--- config.mk ---
export PLATFORM = sky130hd
export DESIGN_NAME = ifetch_queue_flat
export DESIGN_NICKNAME = d
export VERILOG_FILES = /design/src/rtl/ifetch_queue_if.sv /design/src/rtl/ifetch_queue.sv /design/src/flat_wrapper.sv
export SDC_FILE = /design/constraint.sdc
export NUM_CORES = 1
export LEC_CHECK = 0
export ABC_CLOCK_PERIOD_IN_PS = 5100
export CORE_ASPECT_RATIO = 1.4
export CORE_UTILIZATION = 40
export CTS_CLUSTER_SIZE = 20
export DETAILED_ROUTE_END_ITERATION = 16
export GPL_TIMING_DRIVEN = 1
export SETUP_SLACK_MARGIN = 0.5
export SLEW_MARGIN = 30
export SYNTH_ARGS = -nofsm -noshare
export SYNTH_HDL_FRONTEND = slang
export SYNTH_SLANG_ARGS = --single-unit
--- constraint.sdc ---
create_clock -name clk -period 5.1 [get_ports clk]
set_input_delay 1.02 -clock clk [delete_from_list [all_inputs] [get_ports clk]]
set_output_delay 1.02 -clock clk [all_outputs]
set_load 0.005 [all_outputs]
--- src/rtl/ifetch_queue_if.sv ---
// ifetch_queue_if: the fetch-side bundle: instruction memory port, redirect request and decode handshake.
interface ifetch_queue_if #(
    parameter int unsigned ADDR_W = 32,
    parameter int unsigned DATA_W = 32,
    parameter int unsigned DEPTH  = 4
);
    localparam int unsigned CNT_W = $clog2(DEPTH) + 1;

    logic [ADDR_W-1:0] imem_addr;
    logic [DATA_W-1:0] imem_data;
    logic              redirect_valid;
    logic [ADDR_W-1:0] redirect_pc;
    logic              out_valid;
    logic [DATA_W-1:0] out_instr;
    logic [ADDR_W-1:0] out_pc;
    logic              out_ready;
    logic [CNT_W-1:0]  count;

    // master = the fetch queue, slave = memory/decode/branch environment
    modport master (
        output imem_addr,
        input  imem_data,
        input  redirect_valid,
        input  redirect_pc,
        output out_valid,
        output out_instr,
        output out_pc,
        input  out_ready,
        output count
    );

    modport slave (
        input  imem_addr,
        output imem_data,
        output redirect_valid,
        output redirect_pc,
        input  out_valid,
        input  out_instr,
        input  out_pc,
        output out_ready,
        input  count
    );
endinterface

--- src/rtl/ifetch_queue.sv ---
// ifetch_queue: owns the PC, fetches from a combinational-read imem and buffers {pc, instr} toward decode.
// Define IFETCH_PERF_EN to add saturating perf_fetched / perf_stall counters.
module ifetch_queue #(
    parameter int unsigned       ADDR_W   = 32,
    parameter int unsigned       DATA_W   = 32,
    parameter int unsigned       DEPTH    = 4,
    parameter logic [ADDR_W-1:0] RESET_PC = '0,
    parameter int unsigned       PC_STEP  = 1
) (
    input  logic          clk,
    input  logic          rst,
    ifetch_queue_if.master bus
`ifdef IFETCH_PERF_EN
    ,
    output logic [31:0]   perf_fetched,
    output logic [31:0]   perf_stall
`endif
);
    localparam int unsigned      PTR_W    = $clog2(DEPTH);
    localparam int unsigned      CNT_W    = $clog2(DEPTH) + 1;
    localparam logic [CNT_W-1:0] FULL_CNT = CNT_W'(DEPTH);

    logic [ADDR_W-1:0] pc_q, pc_d;
    logic [PTR_W-1:0]  head_q, head_d;
    logic [PTR_W-1:0]  tail_q, tail_d;
    logic [CNT_W-1:0]  count_q, count_d;
    logic [ADDR_W-1:0] pc_mem_q    [DEPTH];
    logic [DATA_W-1:0] instr_mem_q [DEPTH];

    logic out_valid_c;
    logic pop_c;
    logic push_c;

    assign out_valid_c = (count_q != '0);
    assign pop_c       = out_valid_c & bus.out_ready;
    // A full queue still accepts a fetch when decode drains the head in the same cycle
    assign push_c      = ~bus.redirect_valid & ((count_q < FULL_CNT) | pop_c);

    // Next-state: redirect flushes the queue and reloads the PC; otherwise push/pop bookkeeping
    always_comb begin
        pc_d    = pc_q;
        head_d  = head_q;
        tail_d  = tail_q;
        count_d = count_q;
        if (bus.redirect_valid) begin
            pc_d    = bus.redirect_pc;
            head_d  = '0;
            tail_d  = '0;
            count_d = '0;
        end else begin
            if (push_c) begin
                tail_d = tail_q + PTR_W'(1);
                pc_d   = pc_q + ADDR_W'(PC_STEP);
            end
            if (pop_c) begin
                head_d = head_q + PTR_W'(1);
            end
            count_d = count_q + CNT_W'(push_c) - CNT_W'(pop_c);
        end
    end

    always_ff @(posedge clk) begin
        if (rst) begin
            pc_q    <= RESET_PC;
            head_q  <= '0;
            tail_q  <= '0;
            count_q <= '0;
        end else begin
            pc_q    <= pc_d;
            head_q  <= head_d;
            tail_q  <= tail_d;
            count_q <= count_d;
        end
    end

    // Entry storage needs no reset: unread slots are masked by count
    always_ff @(posedge clk) begin
        if (!rst && push_c) begin
            pc_mem_q[tail_q]    <= pc_q;
            instr_mem_q[tail_q] <= bus.imem_data;
        end
    end

    assign bus.imem_addr = pc_q;
    assign bus.out_valid = out_valid_c;
    assign bus.out_pc    = out_valid_c ? pc_mem_q[head_q]    : '0;
    assign bus.out_instr = out_valid_c ? instr_mem_q[head_q] : '0;
    assign bus.count     = count_q;

`ifdef IFETCH_PERF_EN
    logic [31:0] perf_fetched_q;
    logic [31:0] perf_stall_q;

    // Saturating counters: fetches issued and cycles lost to a full queue
    always_ff @(posedge clk) begin
        if (rst) begin
            perf_fetched_q <= '0;
            perf_stall_q   <= '0;
        end else begin
            if (push_c && (perf_fetched_q != '1)) begin
                perf_fetched_q <= perf_fetched_q + 32'd1;
            end
            if (!bus.redirect_valid && !push_c && (perf_stall_q != '1)) begin
                perf_stall_q <= perf_stall_q + 32'd1;
            end
        end
    end

    assign perf_fetched = perf_fetched_q;
    assign perf_stall   = perf_stall_q;
`endif
endmodule
--- src/flat_wrapper.sv ---
// flat-port wrapper written by rule: the top's interface ports become plain ports
module ifetch_queue_flat 
#(
    parameter int unsigned       ADDR_W   = 32,
    parameter int unsigned       DATA_W   = 32,
    parameter int unsigned       DEPTH    = 4,
    parameter logic [ADDR_W-1:0] RESET_PC = '0,
    parameter int unsigned       PC_STEP  = 1
)
  (clk, rst, bus_imem_addr, bus_imem_data, bus_redirect_valid, bus_redirect_pc, bus_out_valid, bus_out_instr, bus_out_pc, bus_out_ready, bus_count);
  ifetch_queue_if #(.ADDR_W(ADDR_W), .DATA_W(DATA_W), .DEPTH(DEPTH)) bus_i ();
  input  logic clk;
  input  logic rst;
  output wire logic [$bits(bus_i.imem_addr)-1:0] bus_imem_addr;
  input wire logic [$bits(bus_i.imem_data)-1:0] bus_imem_data;
  input wire logic [$bits(bus_i.redirect_valid)-1:0] bus_redirect_valid;
  input wire logic [$bits(bus_i.redirect_pc)-1:0] bus_redirect_pc;
  output wire logic [$bits(bus_i.out_valid)-1:0] bus_out_valid;
  output wire logic [$bits(bus_i.out_instr)-1:0] bus_out_instr;
  output wire logic [$bits(bus_i.out_pc)-1:0] bus_out_pc;
  input wire logic [$bits(bus_i.out_ready)-1:0] bus_out_ready;
  output wire logic [$bits(bus_i.count)-1:0] bus_count;
  assign bus_imem_addr = bus_i.imem_addr;
  assign bus_i.imem_data = bus_imem_data;
  assign bus_i.redirect_valid = bus_redirect_valid;
  assign bus_i.redirect_pc = bus_redirect_pc;
  assign bus_out_valid = bus_i.out_valid;
  assign bus_out_instr = bus_i.out_instr;
  assign bus_out_pc = bus_i.out_pc;
  assign bus_i.out_ready = bus_out_ready;
  assign bus_count = bus_i.count;
  ifetch_queue #(.ADDR_W(ADDR_W), .DATA_W(DATA_W), .DEPTH(DEPTH), .RESET_PC(RESET_PC), .PC_STEP(PC_STEP)) u_core (.clk(clk), .rst(rst), .bus(bus_i));
endmodule
==> out/results.ini, run 1 <==
[power]
p_sw_mw=1.24
p_int_mw=4.54
total_power_mw=5.77
switching_share=0.214
power_density_nw_per_um2=380
ir_drop_uv=249
pwr-share-clk=0.407
power_frac_comb=0.109
p_leak_nw=4.86
p_seq_frac=0.484

[global_routing]
grt_first_pass_wirelength_mm=40.4
grt_pass1_vias=6890
grt_use_total=0.177
gr-total-overflow=0
antenna_found_initial=0
grt_max_degree=67

[worst_setup_path]
cp_max_fo=38
startpoint_type=register
cp.arrival_ns=3.00
rrSetupSlack_ns=2.25
critPathRequiredTime_ns=4.08
critical_path_class=register to output port
cp-end-kind=output port

[floorplanning]
fp.coreArea_um2=29300
io_pins=168
die_w_um=148
rows=74
die_h_um=206
initial_core_util=0.408
dieArea_um2=30600

[placement]
numPortBuffers=167
dp_hpwl_mm=16.9
place_congestion=0.799
dpl_cell_area_um2=14100

[clock_tree]
path_clk_slew_ns=0.07
hold_buffers=0
htree_levels=1
cts.sinks=297
cts_tree=yes
cts_max_path_buffers=3
clkLatencyLatePin_ns=0.54
cts_buffers=28
post_cts_buffers=0
cts_resized=0
clockRootBuffer=clkbuf_16

[synth]
ys_seq_elements=297
synth_top_flop_cell=edfxtp_1
async_flop_share=0
syn-num-nets=757
avgSynthCellArea_um2=17.5
seq_area_frac_synth=0.713
synth_edf_count=256
ys_warn_count=0
ys_types=44
synthCells=681
synth_area_um2=11900

[final_layout]
fin_area_um2=15200
areaGrowthSynthToFinish_pct=27.3
diodes=0
drive_gt1_frac=0.164
nets=928

[route]
wl_per_cell_um=21.1
drt-total-wl_mm=26.5
num_vias=6562
viasPerCell=5.23
drtPass1Iterations=5
ant_nets=0
drc=0
drtIter0Drc=425

[sta]
whs_ns=0.502
setup_tns_ns=0
slew_headroom=0.435
fmax_mhz=249
fin_crit_ns=4.02
rsz0062_at_grt=no
finalSetupViolCount=0
worst_pin_slew_ns=0.844
hold_violations=0
post-route-period-util=0.789
fin_skew_ns=0.00899
maxSlewViolCount=0

[flow_run]
cap_violations=0

[min_path]
hold_path.class=register to register

[outcome]
run_status=completed

[sequential cells by signal, indices dropped and copies added, names as in the netlist, named ones only]
signal / cells
u_core.pc_mem_q: 128
u_core.instr_mem_q: 128
u_core.bus.imem_addr: 32
u_core.bus.count: 3
u_core.tail_q: 2
u_core.head_q: 2
[cells in the mapped netlist, drive strengths merged (3+ instances only)]
library cell	count	area, µm²
xor2	16	140
dfxtp	41	821
a21oi	18	90.1
nand2	28	105
and3	11	71.3
and4	5	46.3
o22ai	8	50.1
buf	11	56.3
nor4	8	86.3
nor3	5	30.0
edfxtp	256	7690
xnor2	18	158
ha	7	87.6
mux2i	3	30.0
nand4	14	109
nor2	26	97.6
clkbuf	25	93.8
nand3	14	70.1
o21bai	3	22.5
a211oi	11	87.6
inv	9	33.8
mux4	64	1440
and2	67	419
[critical path, stage by stage (launching register included)]
cell             delay (ns)
dfxtp_4                0.88
buf_12                 0.32
mux4_2                 0.53
and2_1                 0.21
clkdlybuf4s50_1        0.47
[power groups by stage]
stage	Sequential, mW	Clock, mW	Combinational [mW]
after global routing	2.80	2.49	0.688
after global placement	2.84	0	0.630
final	2.79	2.35	0.630
after floorplan	2.81	0	0.281
after detailed placement	2.85	0	0.643
after CTS	2.80	2.39	0.647
[final timing paths]
path	startpoint	cells past startpoint	to
setup / recovery	register	4	bus_out_pc[18]
hold / removal	u_core.tail_q[1]	2	u_core.tail_q[1]
setup reg to reg	u_core.bus.count[2]	11	u_core.bus.count[2]
hold reg to reg	u_core.tail_q[1]	2	u_core.tail_q[1]
[routing by layer]
layer	vias up	track usage	share of wire
li1	3001	-	-
met5	-	0	0
met4	0	0.0578	0.023
met1	3337	0.225	0.41
met3	32	0.0267	0.048
met2	192	0.310	0.52
[placed cells by master, fill, tap and decap left out, types with 5 or more instances in the layout]
cell             Yosys  final
xnor2_1             18     18
clkdlybuf4s50_1      0    167
xor2_1              16     16
and3_1               9      5
mux4_2              64     64
nor2_1              26     26
a21oi_1             18     18
bufinv_16            0      8
nand4_1             12     12
dfxtp_1             41     39
inv_1                9      8
o22ai_1              8      8
ha_1                 7      7
clkbuf_16            0     29
nand2_1             28     28
nand3_1             14     14
and2_1              67     67
edfxtp_1           256    256
a211oi_1            10     10
nor4_1               5      5
[logic make-up (layout without fill, tap and decap cells)]
logic type / after synthesis / in the layout / synth area share
adders and majority gates: 8 / 8 / 0.00901
muxes: 67 / 67 / 0.123
xor gates and xnor gates: 34 / 34 / 0.0249
AOI/OAI and AO/OA: 43 / 43 / 0.0227
buffers and inverters: 45 / 238 / 0.0154
and+or+nand+nor: 187 / 187 / 0.0921
DFF: 297 / 297 / 0.713
[stage by stage]
stage / instances / worst slack (ns) / util
after floorplan: 681 / 1.58 / -
after global placement: 1197 / 1.41 / 0.479
after detailed placement: 1201 / 1.40 / 0.482
after CTS: 1253 / 0.952 / 0.518
after global routing: 1254 / 0.842 / 0.519
final: 1254 / 1.08 / 0.519
[area by class of cell]
class / instances / area [µm²]
Clock buffer: 32 / 737
Clock inverter: 20 / 322
Fill cell: 2439 / 14100
Inverter: 9 / 33.8
Multi-Input combinational cell: 339 / 3270
Sequential cell: 297 / 8520
Tap cell: 380 / 475
Timing Repair Buffer: 177 / 1840
Power figures use the tool's default switching activity.
==> run 2: changes to the inputs <==
--- a/config.mk
+++ b/config.mk
@@ -5,7 +5,7 @@
 export SDC_FILE = /design/constraint.sdc
 export NUM_CORES = 1
 export LEC_CHECK = 0
-export ABC_CLOCK_PERIOD_IN_PS = 5100
+export ABC_CLOCK_PERIOD_IN_PS = 3400
 export CORE_ASPECT_RATIO = 1.4
 export CORE_UTILIZATION = 40
 export CTS_CLUSTER_SIZE = 20
==> constraint.sdc (replaced) <==
create_clock -name clk -period 3.4 [get_ports clk]
set_input_delay 0.68 -clock clk [delete_from_list [all_inputs] [get_ports clk]]
set_output_delay 0.68 -clock clk [all_outputs]
set_load 0.005 [all_outputs]
==> run 2 against run 1 <==
Sequential share of layout area shrank 2.3 points; sequential cell count stayed put; clock power is 20% higher; critical endpoint is now bus_out_instr[17].
==> out/results.ini, run 2 (synthesized netlist as in run 1, its figures left out) <==
[route]
num_vias=6933  ; +5.7%
drtPass1Iterations=4  ; -1
drc=0  ; unchanged
ant_nets=0  ; unchanged
viasPerCell=5.25  ; +0.37%
drt-total-wl_mm=28.0  ; +5.7%
wl_per_cell_um=21.2  ; +0.43%
drtIter0Drc=343  ; -19%

[min_path]
hold_path.class=register to register

[clock_tree]
htree_levels=1  ; unchanged
hold_buffers=0  ; unchanged
cts_max_path_buffers=3  ; unchanged
clkLatencyLatePin_ns=0.52  ; -0.02 ns
cts_buffers=27  ; -3.6%
cts.sinks=297  ; unchanged
path_clk_slew_ns=0.06  ; about the same
cts_tree=yes
clockRootBuffer=clkbuf_16

[sta]
layout_setup_ws_ns=0.442  ; -0.634 ns
fin_crit_ns=2.96
fin_skew_ns=0.00974  ; +0.000752 ns
post-route-period-util=0.870
setup_tns_ns=0  ; unchanged
finalSetupViolCount=0  ; unchanged
hold_violations=0  ; unchanged
fmax_mhz=338
slew_headroom=0.525  ; +0.0899
maxSlewViolCount=0  ; unchanged
whs_ns=0.502  ; -0.000622 ns
rsz0062_at_grt=yes
worst_pin_slew_ns=0.711  ; -0.133 ns

[placement]
dp_slack_ns=0.531  ; -0.871 ns
numPortBuffers=167  ; unchanged
place_congestion=0.797  ; -0.20%
dp_hpwl_mm=17.0  ; +0.58%

[global_routing]
gr-total-overflow=0  ; unchanged
antenna_found_initial=0  ; unchanged
grt_max_degree=65  ; -3.0%
grt_first_pass_wirelength_mm=42.5  ; +5.2%
grt_pass1_vias=7226  ; +4.9%
grt_use_total=0.187  ; +0.00931

[final_layout]
final_cell_mix=edfxtp_1 (256), clkdlybuf4s50_1 (105), mux4_2 (64)
multi_input_area_um2=3370  ; +3.1%
areaGrowthSynthToFinish_pct=32.8
n_fill_cell=2406  ; -1.4%
final_common_cell=edfxtp_1
fin_util=0.542  ; +0.0224
register_area_um2=8520  ; about the same
diodes=0  ; unchanged
drive_gt1_frac=0.298  ; +0.134
nets=999  ; +7.7%

[flow_run]
cap_violations=0  ; unchanged

[floorplanning]
dieArea_um2=30600  ; unchanged
fp.coreArea_um2=29300  ; unchanged
io_pins=168  ; unchanged
die_w_um=148  ; unchanged
rows=74  ; unchanged
initial_core_util=0.408  ; unchanged
die_h_um=206  ; unchanged

[power]
p_sw_mw=1.79  ; +45%
p_int_mw=6.33  ; +39%
pwr-share-clk=0.347  ; -0.060
switching_share=0.220  ; +0.00641
p_leak_nw=5.40  ; +11%
power_density_nw_per_um2=512  ; +35%
ir_drop_uv=375  ; +51%
power_frac_comb=0.139  ; +0.030
p_seq_frac=0.514  ; +0.030

[worst_setup_path]
cp_max_fo=5  ; -87%
cp-end-kind=output port
critPathRequiredTime_ns=2.72  ; -1.36 ns
startpoint_type=register
critical_path_class=register to output port
cp.arrival_ns=2.28  ; -0.72 ns

[outcome]
run_status=completed

-- run 2: cell types whose count changed in the layout (fill, tap and decap cells not counted), sizes merged, moves of 6 or more --
cell,previous run,this run
dlygate4sd2,0,6
clkdlybuf4s15,0,14
bufinv,8,1
buf,10,101
clkdlybuf4s50,167,105
clkbuf,32,59
-- run 2: stage by stage --
step	total power, mW	std cells	instance area, µm²
after floorplan	4.64	681	11900
after global routing	8.43	1320	15900
after CTS	8.14	1312	15700
after detailed placement	5.25	1217	14300
after global placement	5.22	1217	14300
final	8.12	1320	15900
-- run 2: critical path: stages (launching register included) --
cell and delay, ns:
dfxtp_4 0.37, buf_12 0.13, buf_12 0.12, buf_16 0.13, buf_6 0.11, buf_6 0.10, buf_6 0.10, mux4_2 0.41
and2_4 0.15, buf_6 0.11
-- run 2: final timing paths --
kind | from | slack [ns] | endpoint | cells after the start
worst max-delay path | register | 0.44 | bus_out_instr[17] | 9
worst min-delay path | u_core.tail_q[1] | 0.50 | u_core.tail_q[1] | 2
worst max register to register | u_core.bus.count[0] | 0.77 | u_core.bus.count[2] | 10
worst min register to register | u_core.tail_q[1] | 0.50 | u_core.tail_q[1] | 2
-- run 2: area by class of cell --
type	count	area share
timing repair buffer	248	0.167
inverter	9	0.00213
tap	380	0.0300
clock buffer	37	0.0469
sequential	297	0.537
multi-input combinational	340	0.213
clock inverter	9	0.00442
-- run 2: what timing repair did --
item                                    CTS  global route
endpoints found under the setup margin   66            54
gates resized for setup                 175            94
setup buffers                            41             8
pin swaps                                17             9
cloned                                    8             0
-- run 2: metal layers --
layer  routed length [µm]  up-vias  global-route usage  part of all wire
met5                    0        -                   0                 0
met4                  862        0              0.0663             0.031
met3                 1360       46              0.0274             0.048
met2                14900      209               0.341              0.53
met1                10900     3536               0.222              0.39
li1                     -     3142                   -                 -
-- run 2: power groups by stage --
| stage | Clock (mW) | Sequential (mW) | Combinational [mW] |
|---|---|---|---|
| after floorplan | 0 | 4.22 | 0.422 |
| after global placement | 0 | 4.24 | 0.986 |
| after detailed placement | 0 | 4.25 | 0.998 |
| after CTS | 2.89 | 4.18 | 1.08 |
| after global routing | 3.02 | 4.19 | 1.22 |
| final | 2.82 | 4.18 | 1.13 |
